$ cat src/rtl/cpu_types_pkg.sv
// Types shared by the execute-stage units: multiply/divide opcodes, FSM states
// and the iteration count of the iterative multiplier/divider.
package cpu_types_pkg;
    typedef enum logic [1:0] {
        MULT  = 2'b00,
        MULTU = 2'b01,
        DIV   = 2'b10,
        DIVU  = 2'b11
    } md_op_t;

    typedef enum logic [1:0] {
        IDLE = 2'b00,
        CALC = 2'b01,
        FIX  = 2'b10
    } md_state_t;

    localparam int MD_ITER  = 32;
    localparam int MD_CNT_W = $clog2(MD_ITER);
endpackage

$ cat src/rtl/md_abs_neg.sv
// Conditional two's-complement negator: magnitude of a signed operand on the
// way in, sign restoration of a result on the way out.
module md_abs_neg #(
    parameter int W = 32
) (
    input  logic [W-1:0] x_i,
    input  logic         neg_i,
    output logic [W-1:0] y_o
);
    assign y_o = neg_i ? -x_i : x_i;
endmodule

$ cat src/rtl/mult_div_unit.sv
// Iterative 32-cycle multiply/divide with HI/LO result registers, a
// start/busy/done handshake and pipeline flush.
module mult_div_unit
    import cpu_types_pkg::*;
#(
    parameter int WIDTH = 32
) (
    input  logic             CLK,
    input  logic             RST,
    input  logic             START,
    input  logic [1:0]       OP,
    input  logic [WIDTH-1:0] A,
    input  logic [WIDTH-1:0] B,
    input  logic             FLUSH,
    input  logic             WRITE_HI,
    input  logic             WRITE_LO,
    input  logic [WIDTH-1:0] WDATA,
    output logic             BUSY,
    output logic             DONE,
    output logic [WIDTH-1:0] HI,
    output logic [WIDTH-1:0] LO
);
    md_state_t             state_q, state_d;
    logic [MD_CNT_W-1:0]   count_q, count_d;
    md_op_t                op_q, op_d;
    logic                  sign_res_q, sign_res_d;
    logic                  sign_rem_q, sign_rem_d;
    logic [WIDTH-1:0]      opa_q, opa_d;      // multiplicand or divisor magnitude
    logic [2*WIDTH-1:0]    acc_q, acc_d;      // {product hi, multiplier/product lo} or {-, dividend/quotient}
    logic [WIDTH-1:0]      rem_q, rem_d;
    logic [WIDTH-1:0]      hi_q, hi_d, lo_q, lo_d;
    logic                  done_q, done_d;

    md_op_t                op_in;
    logic                  in_signed, in_div, op_is_div;
    logic [WIDTH-1:0]      mag_a, mag_b;
    logic [WIDTH:0]        add_sum, shifted, diff;
    logic [2*WIDTH-1:0]    prod_fix;
    logic [WIDTH-1:0]      quo_fix, rem_fix;

    assign op_in     = md_op_t'(OP);
    assign in_signed = (op_in == MULT) || (op_in == DIV);
    assign in_div    = (op_in == DIV) || (op_in == DIVU);
    assign op_is_div = (op_q == DIV) || (op_q == DIVU);

    md_abs_neg #(.W(WIDTH)) u_abs_a (.x_i(A), .neg_i(in_signed & A[WIDTH-1]), .y_o(mag_a));
    md_abs_neg #(.W(WIDTH)) u_abs_b (.x_i(B), .neg_i(in_signed & B[WIDTH-1]), .y_o(mag_b));

    // Unsigned ops latch zero signs, so the fixup stage is a no-op for them.
    md_abs_neg #(.W(2*WIDTH)) u_fix_prod (.x_i(acc_q), .neg_i(sign_res_q), .y_o(prod_fix));
    md_abs_neg #(.W(WIDTH)) u_fix_quo (.x_i(acc_q[WIDTH-1:0]), .neg_i(sign_res_q), .y_o(quo_fix));
    md_abs_neg #(.W(WIDTH)) u_fix_rem (.x_i(rem_q), .neg_i(sign_rem_q), .y_o(rem_fix));

    assign add_sum = {1'b0, acc_q[2*WIDTH-1:WIDTH]} + {1'b0, opa_q};
    assign shifted = {rem_q, acc_q[WIDTH-1]};
    assign diff    = shifted - {1'b0, opa_q};

    always_comb begin
        state_d    = state_q;
        count_d    = count_q;
        op_d       = op_q;
        sign_res_d = sign_res_q;
        sign_rem_d = sign_rem_q;
        opa_d      = opa_q;
        acc_d      = acc_q;
        rem_d      = rem_q;
        hi_d       = hi_q;
        lo_d       = lo_q;
        done_d     = 1'b0;

        if (WRITE_HI) hi_d = WDATA;
        if (WRITE_LO) lo_d = WDATA;

        unique case (state_q)
            IDLE: begin
                if (START) begin
                    op_d       = op_in;
                    opa_d      = in_div ? mag_b : mag_a;
                    acc_d      = {{WIDTH{1'b0}}, (in_div ? mag_a : mag_b)};
                    rem_d      = '0;
                    // Divide by zero keeps an all-ones quotient whatever the signs.
                    sign_res_d = in_signed & (A[WIDTH-1] ^ B[WIDTH-1]) & ~(in_div & (B == '0));
                    sign_rem_d = in_signed & A[WIDTH-1];
                    count_d    = '0;
                    state_d    = CALC;
                end
            end
            CALC: begin
                if (FLUSH) begin
                    state_d = IDLE;
                end else begin
                    if (op_is_div) begin
                        // Restoring step: keep the shifted remainder when the subtract borrows.
                        rem_d = diff[WIDTH] ? shifted[WIDTH-1:0] : diff[WIDTH-1:0];
                        acc_d = {acc_q[2*WIDTH-1:WIDTH], acc_q[WIDTH-2:0], ~diff[WIDTH]};
                    end else begin
                        acc_d = acc_q[0] ? {add_sum, acc_q[WIDTH-1:1]} : {1'b0, acc_q[2*WIDTH-1:1]};
                    end
                    count_d = count_q + MD_CNT_W'(1);
                    if (count_q == MD_CNT_W'(MD_ITER - 1)) state_d = FIX;
                end
            end
            FIX: begin
                state_d = IDLE;
                if (!FLUSH) begin
                    hi_d   = op_is_div ? rem_fix : prod_fix[2*WIDTH-1:WIDTH];
                    lo_d   = op_is_div ? quo_fix : prod_fix[WIDTH-1:0];
                    done_d = 1'b1;
                end
            end
            default: state_d = IDLE;
        endcase
    end

    always_ff @(posedge CLK or posedge RST) begin
        if (RST) begin
            state_q    <= IDLE;
            count_q    <= '0;
            op_q       <= MULT;
            sign_res_q <= 1'b0;
            sign_rem_q <= 1'b0;
            opa_q      <= '0;
            acc_q      <= '0;
            rem_q      <= '0;
            hi_q       <= '0;
            lo_q       <= '0;
            done_q     <= 1'b0;
        end else begin
            state_q    <= state_d;
            count_q    <= count_d;
            op_q       <= op_d;
            sign_res_q <= sign_res_d;
            sign_rem_q <= sign_rem_d;
            opa_q      <= opa_d;
            acc_q      <= acc_d;
            rem_q      <= rem_d;
            hi_q       <= hi_d;
            lo_q       <= lo_d;
            done_q     <= done_d;
        end
    end

    assign BUSY = (state_q != IDLE);
    assign DONE = done_q;
    assign HI   = hi_q;
    assign LO   = lo_q;
endmodule

$ cat config.mk
export PLATFORM = sky130hd
export DESIGN_NAME = mult_div_unit
export DESIGN_NICKNAME = d
export VERILOG_FILES = /design/src/rtl/cpu_types_pkg.sv /design/src/rtl/md_abs_neg.sv /design/src/rtl/mult_div_unit.sv
export SDC_FILE = /design/constraint.sdc
export NUM_CORES = 1
export LEC_CHECK = 0
export ABC_AREA = 0
export BUFFER_PORTS_ARGS = -buffer_cell sky130_fd_sc_hd__buf_4
export CAP_MARGIN = 20
export CORE_MARGIN = 2
export CORE_UTILIZATION = 62
export CTS_CLUSTER_DIAMETER = 80
export DETAILED_ROUTE_END_ITERATION = 10
export PLACE_DENSITY_LB_ADDON = 0.2
export SETUP_SLACK_MARGIN = 0.4
export SLEW_MARGIN = 20
export SYNTH_ARGS = -nofsm -noshare
export SYNTH_HDL_FRONTEND = slang
export SYNTH_HIERARCHICAL = 1
export SYNTH_SLANG_ARGS = --single-unit
export TNS_END_PERCENT = 1
$ cat constraint.sdc
create_clock -name CLK -period 8.31 [get_ports CLK]
set_clock_uncertainty 0.1 [all_clocks]
set_input_delay 1.2465 -clock CLK [delete_from_list [all_inputs] [get_ports CLK]]
set_output_delay 1.2465 -clock CLK [all_outputs]
set_load 0.005 [all_outputs]
==> results.sh <==
export IMPL_fill_cells=2398
export IMPL_final_antenna_net_count=0
export IMPL_clock_tree_root_cell="sky130_fd_sc_hd__clkbuf_16"
export IMPL_syn_inst=2194
export IMPL_synth_top_cells_by_count="sky130_fd_sc_hd__nand2_1, sky130_fd_sc_hd__xnor2_1, sky130_fd_sc_hd__dfrtp_1"
export IMPL_post_cts_clock_slew_at_the_launch_and_capture_registers_of_the_worst_setup_and_hold_paths_ns=0.06
export IMPL_yosys_cell_types_count=80
export IMPL_grt_pass1_wl_um=93000
export IMPL_initial_utilization=0.626
export IMPL_cp_data_arrival_time_ns=4.46
export IMPL_dpl_instance_area_um2=19700
export IMPL_critical_path_endpoint_type="register"
export IMPL_cp_start_kind="register"
export IMPL_antenna_cells=0
export IMPL_postCtsSetupBuffers=0
export IMPL_worstSetupPathType="reg -> reg"
export IMPL_synth_top_cell_area_share=0.276
export IMPL_post_route_drc_count=0
export IMPL_floorplan_die_area_um2=31100
export IMPL_final_seq_area_um2=5090
export IMPL_numPlacedInstances=2633
export IMPL_postCtsHoldBufs=0
export IMPL_final_design_area_no_fill_um2=20600
export IMPL_r2r_worst_path_cells=15
export IMPL_timing_hold_violations_final=0
export IMPL_antenna_violations_before_repair=1
export IMPL_p_per_area_nw_per_um2=237
export IMPL_max_cap_violations=0
export IMPL_io_buffers=169
export IMPL_max_slew_headroom_at_the_worst_pin=0.212
export IMPL_cts_resized_gates=0
export IMPL_synth_xor_xnor_area_share=0.113
export IMPL_multiInputGateArea_um2=12500
export IMPL_worstHoldPathType="reg -> reg"
export IMPL_fin_total_pwr_w=0.00489
export IMPL_fin_crit_ns=4.16
export IMPL_finalMaxSlewViolations=0
export IMPL_dpl_hpwl_um=45600
export IMPL_ys_async_sr_fraction=1.00
export IMPL_cts_max_path_buffers=3
export IMPL_overflow=0
export IMPL_syn_area_um2=18400
export IMPL_yosys_warnings=6
export IMPL_synth_ff_latch_count=203
export IMPL_power_leakage_nw=8.77
export IMPL_rsz0062_at_grt="false"
export IMPL_r2r_slack_ns=4.15
export IMPL_cts_inserted_buffers=26
export IMPL_cp_required_ns=8.61
export IMPL_routed_wire_length_per_instance_um=22.4
export IMPL_synth_fa_ha_area_frac=0.0504
export IMPL_min_period_over_period=0.501
export IMPL_post_drt_via_cell_ratio=6.59
export IMPL_synth_yosys_seq_area_share=0.276
export IMPL_clock_tree_from_tritoncts="yes"
export IMPL_irDropWorstVdd_v=0.000167
export IMPL_synth_mux_area_frac=0.103
export IMPL_synth_nets=2371
export IMPL_via_count_of_the_first_global_routing_pass=16483
export IMPL_synth_largest_area_cell="sky130_fd_sc_hd__dfrtp_1"
export IMPL_htreeDepth=1
export IMPL_max_clock_freq_mhz=240
export IMPL_status="finished, final reports clean"
export IMPL_worst_pin_slew_ns=1.17
export IMPL_synth_edf_count=0
export IMPL_layout_area_overhead_vs_synth_pct=12.0
export IMPL_timing_hold_worst_path_depth=2
export IMPL_whs_ns=0.383
export IMPL_cp_max_fo=41
export IMPL_finalNonFillerCells=2677
export IMPL_synthTopCellsByArea="sky130_fd_sc_hd__dfrtp_1, sky130_fd_sc_hd__xnor2_1, sky130_fd_sc_hd__mux2i_1"
export IMPL_synth_simple_area_share=0.181
export IMPL_tritoncts_num_sinks=203
export IMPL_syn_mean_instance_area_um2=8.39
export IMPL_post_route_cells_drive_above_1_share=0.140
export IMPL_num_vias=17633
export IMPL_drt_iter0_drc=1766
export IMPL_die_width_um=176
export IMPL_wirelength_um=59900
export IMPL_placementRows=63
export IMPL_clock_latency_ns=0.57
export IMPL_grt_max_degree=132
export IMPL_synth_top_family_by_area="compound AO/OA/AOI/OAI gates"
export IMPL_totalNegativeSetupSlack_ns=0
export IMPL_detailedRoute_firstPassIterationCount=9
export IMPL_die_h_um=176
export IMPL_ioPinCount=170
export IMPL_post_synth_top_count_cell="sky130_fd_sc_hd__nand2_1"
export IMPL_final_net_count=2448
export IMPL_final_report_setup_violation_count=0
export IMPL_all_layer_global_routing_usage=0.380
export IMPL_synth_compound_area_frac=0.230
export IMPL_core_region_area_um2=29400
export IMPL_place_congestion=0.994
export IMPL_flip_flop_cell_with_the_highest_count_after_synthesis="sky130_fd_sc_hd__dfrtp_1"
cell families (layout without fill, tap and decap cells):
family          count (synthesis)  count (layout)
simple gates                  635             635
compound gates                650             650
fa+ha+maj                      73              73
mux                           185             185
xor+xnor                      238             238
buf+inv                       210             303
flops                         203             203
critical path, cell delays in order (launching register included):
cell and delay [ns]:
sky130_fd_sc_hd__dfrtp_1 0.48, sky130_fd_sc_hd__inv_1 0.12, sky130_fd_sc_hd__ha_1 0.16, sky130_fd_sc_hd__inv_1 0.05, sky130_fd_sc_hd__fa_1 0.41, sky130_fd_sc_hd__a21oi_1 0.24
sky130_fd_sc_hd__nor2_1 0.11, sky130_fd_sc_hd__o21ai_2 0.25, sky130_fd_sc_hd__o31ai_2 0.16, sky130_fd_sc_hd__a41oi_1 0.42, sky130_fd_sc_hd__nor4b_2 0.13, sky130_fd_sc_hd__nor3_4 0.50
sky130_fd_sc_hd__buf_4 0.50, sky130_fd_sc_hd__nor2_1 0.10, sky130_fd_sc_hd__a21oi_1 0.15, sky130_fd_sc_hd__o21ai_1 0.09
per-stage QoR:
step | setup WS [ns] | util
after floorplan | 1.42 | -
after global placement | 4.09 | 0.672
after detailed placement | 4.02 | 0.672
after CTS | 4.23 | 0.701
after global routing | 3.88 | 0.701
final | 4.15 | 0.701
power breakdown:
part	internal, W	total [W]	switching [W]	leakage, nW
combinational	0.000919	0.00215	0.00123	5.75
clock	0.000701	0.00116	0.000455	0.425
sequential	0.00115	0.00158	0.000431	2.59
routing by layer:
| metal | GRT usage | part of all wire | up-vias |
|---|---|---|---|
| met4 | 0.165 | 0.049 | 2 |
| li1 | - | - | 8228 |
| met2 | 0.611 | 0.46 | 821 |
| met3 | 0.0609 | 0.083 | 145 |
| met1 | 0.508 | 0.41 | 8437 |
| met5 | 0 | 0.00018 | - |
final timing paths:
path | to | startpoint
setup / recovery | rem_q[10]$_DFFE_PP0P_ | acc_q[31]$_DFFE_PP0P_
hold / removal | sign_res_q$_DFFE_PP0P_ | sign_res_q$_DFFE_PP0P_
setup reg to reg | rem_q[10]$_DFFE_PP0P_ | acc_q[31]$_DFFE_PP0P_
hold reg to reg | sign_res_q$_DFFE_PP0P_ | sign_res_q$_DFFE_PP0P_
max in group asynchronous | op_q[1]$_DFFE_PP0P_ | RST
min in group asynchronous | LO[8]$_DFF_PP0_ | RST
cell type report:
cell class	count	area share
Multi-Input combinational cell	1781	0.606
Clock buffer	34	0.0350
Inverter	73	0.0137
Tap cell	390	0.0237
Clock inverter	10	0.00704
Sequential cell	203	0.247
Timing Repair Buffer	186	0.0679
registers in the layout, summed over array words and instances (netlist names):
| register | count |
|---|---|
| DONE | 1 |
| HI | 32 |
| LO | 32 |
| acc_q | 64 |
| count_q | 5 |
| op_q | 1 |
| opa_q | 32 |
| rem_q | 32 |
| sign_rem_q | 1 |
| sign_res_q | 1 |
| state_q | 2 |
placed cells by master, fill, tap and decap left out, types with 8 or more instances in the layout:
cell type	Yosys	layout
sky130_fd_sc_hd__nand2b_1	20	19
sky130_fd_sc_hd__o41ai_2	11	11
sky130_fd_sc_hd__clkbuf_16	0	26
sky130_fd_sc_hd__xnor2_1	213	213
sky130_fd_sc_hd__nor2b_1	82	80
sky130_fd_sc_hd__o311ai_1	16	16
sky130_fd_sc_hd__o31ai_1	54	54
sky130_fd_sc_hd__a21o_1	26	26
sky130_fd_sc_hd__dfrtp_1	203	199
sky130_fd_sc_hd__mux2_2	32	32
sky130_fd_sc_hd__inv_1	73	72
sky130_fd_sc_hd__xor2_1	25	25
sky130_fd_sc_hd__mux2i_1	153	153
sky130_fd_sc_hd__nor4_1	28	28
sky130_fd_sc_hd__a211oi_1	69	69
sky130_fd_sc_hd__nand3b_1	9	9
sky130_fd_sc_hd__o21ai_1	34	33
sky130_fd_sc_hd__buf_4	6	185
sky130_fd_sc_hd__nand2_1	248	248
sky130_fd_sc_hd__or4_4	11	11
sky130_fd_sc_hd__a31oi_1	10	10
sky130_fd_sc_hd__nand4_1	21	21
sky130_fd_sc_hd__or4_1	24	24
sky130_fd_sc_hd__a21oi_1	136	136
sky130_fd_sc_hd__or3_1	22	22
sky130_fd_sc_hd__nor2_1	70	69
sky130_fd_sc_hd__o21ai_0	186	186
sky130_fd_sc_hd__o41ai_1	53	53
sky130_fd_sc_hd__a32oi_1	8	8
sky130_fd_sc_hd__nor3_1	16	16
sky130_fd_sc_hd__or2_2	10	10
sky130_fd_sc_hd__nand3_1	28	28
sky130_fd_sc_hd__ha_1	71	71
Power figures use the tool's default switching activity.
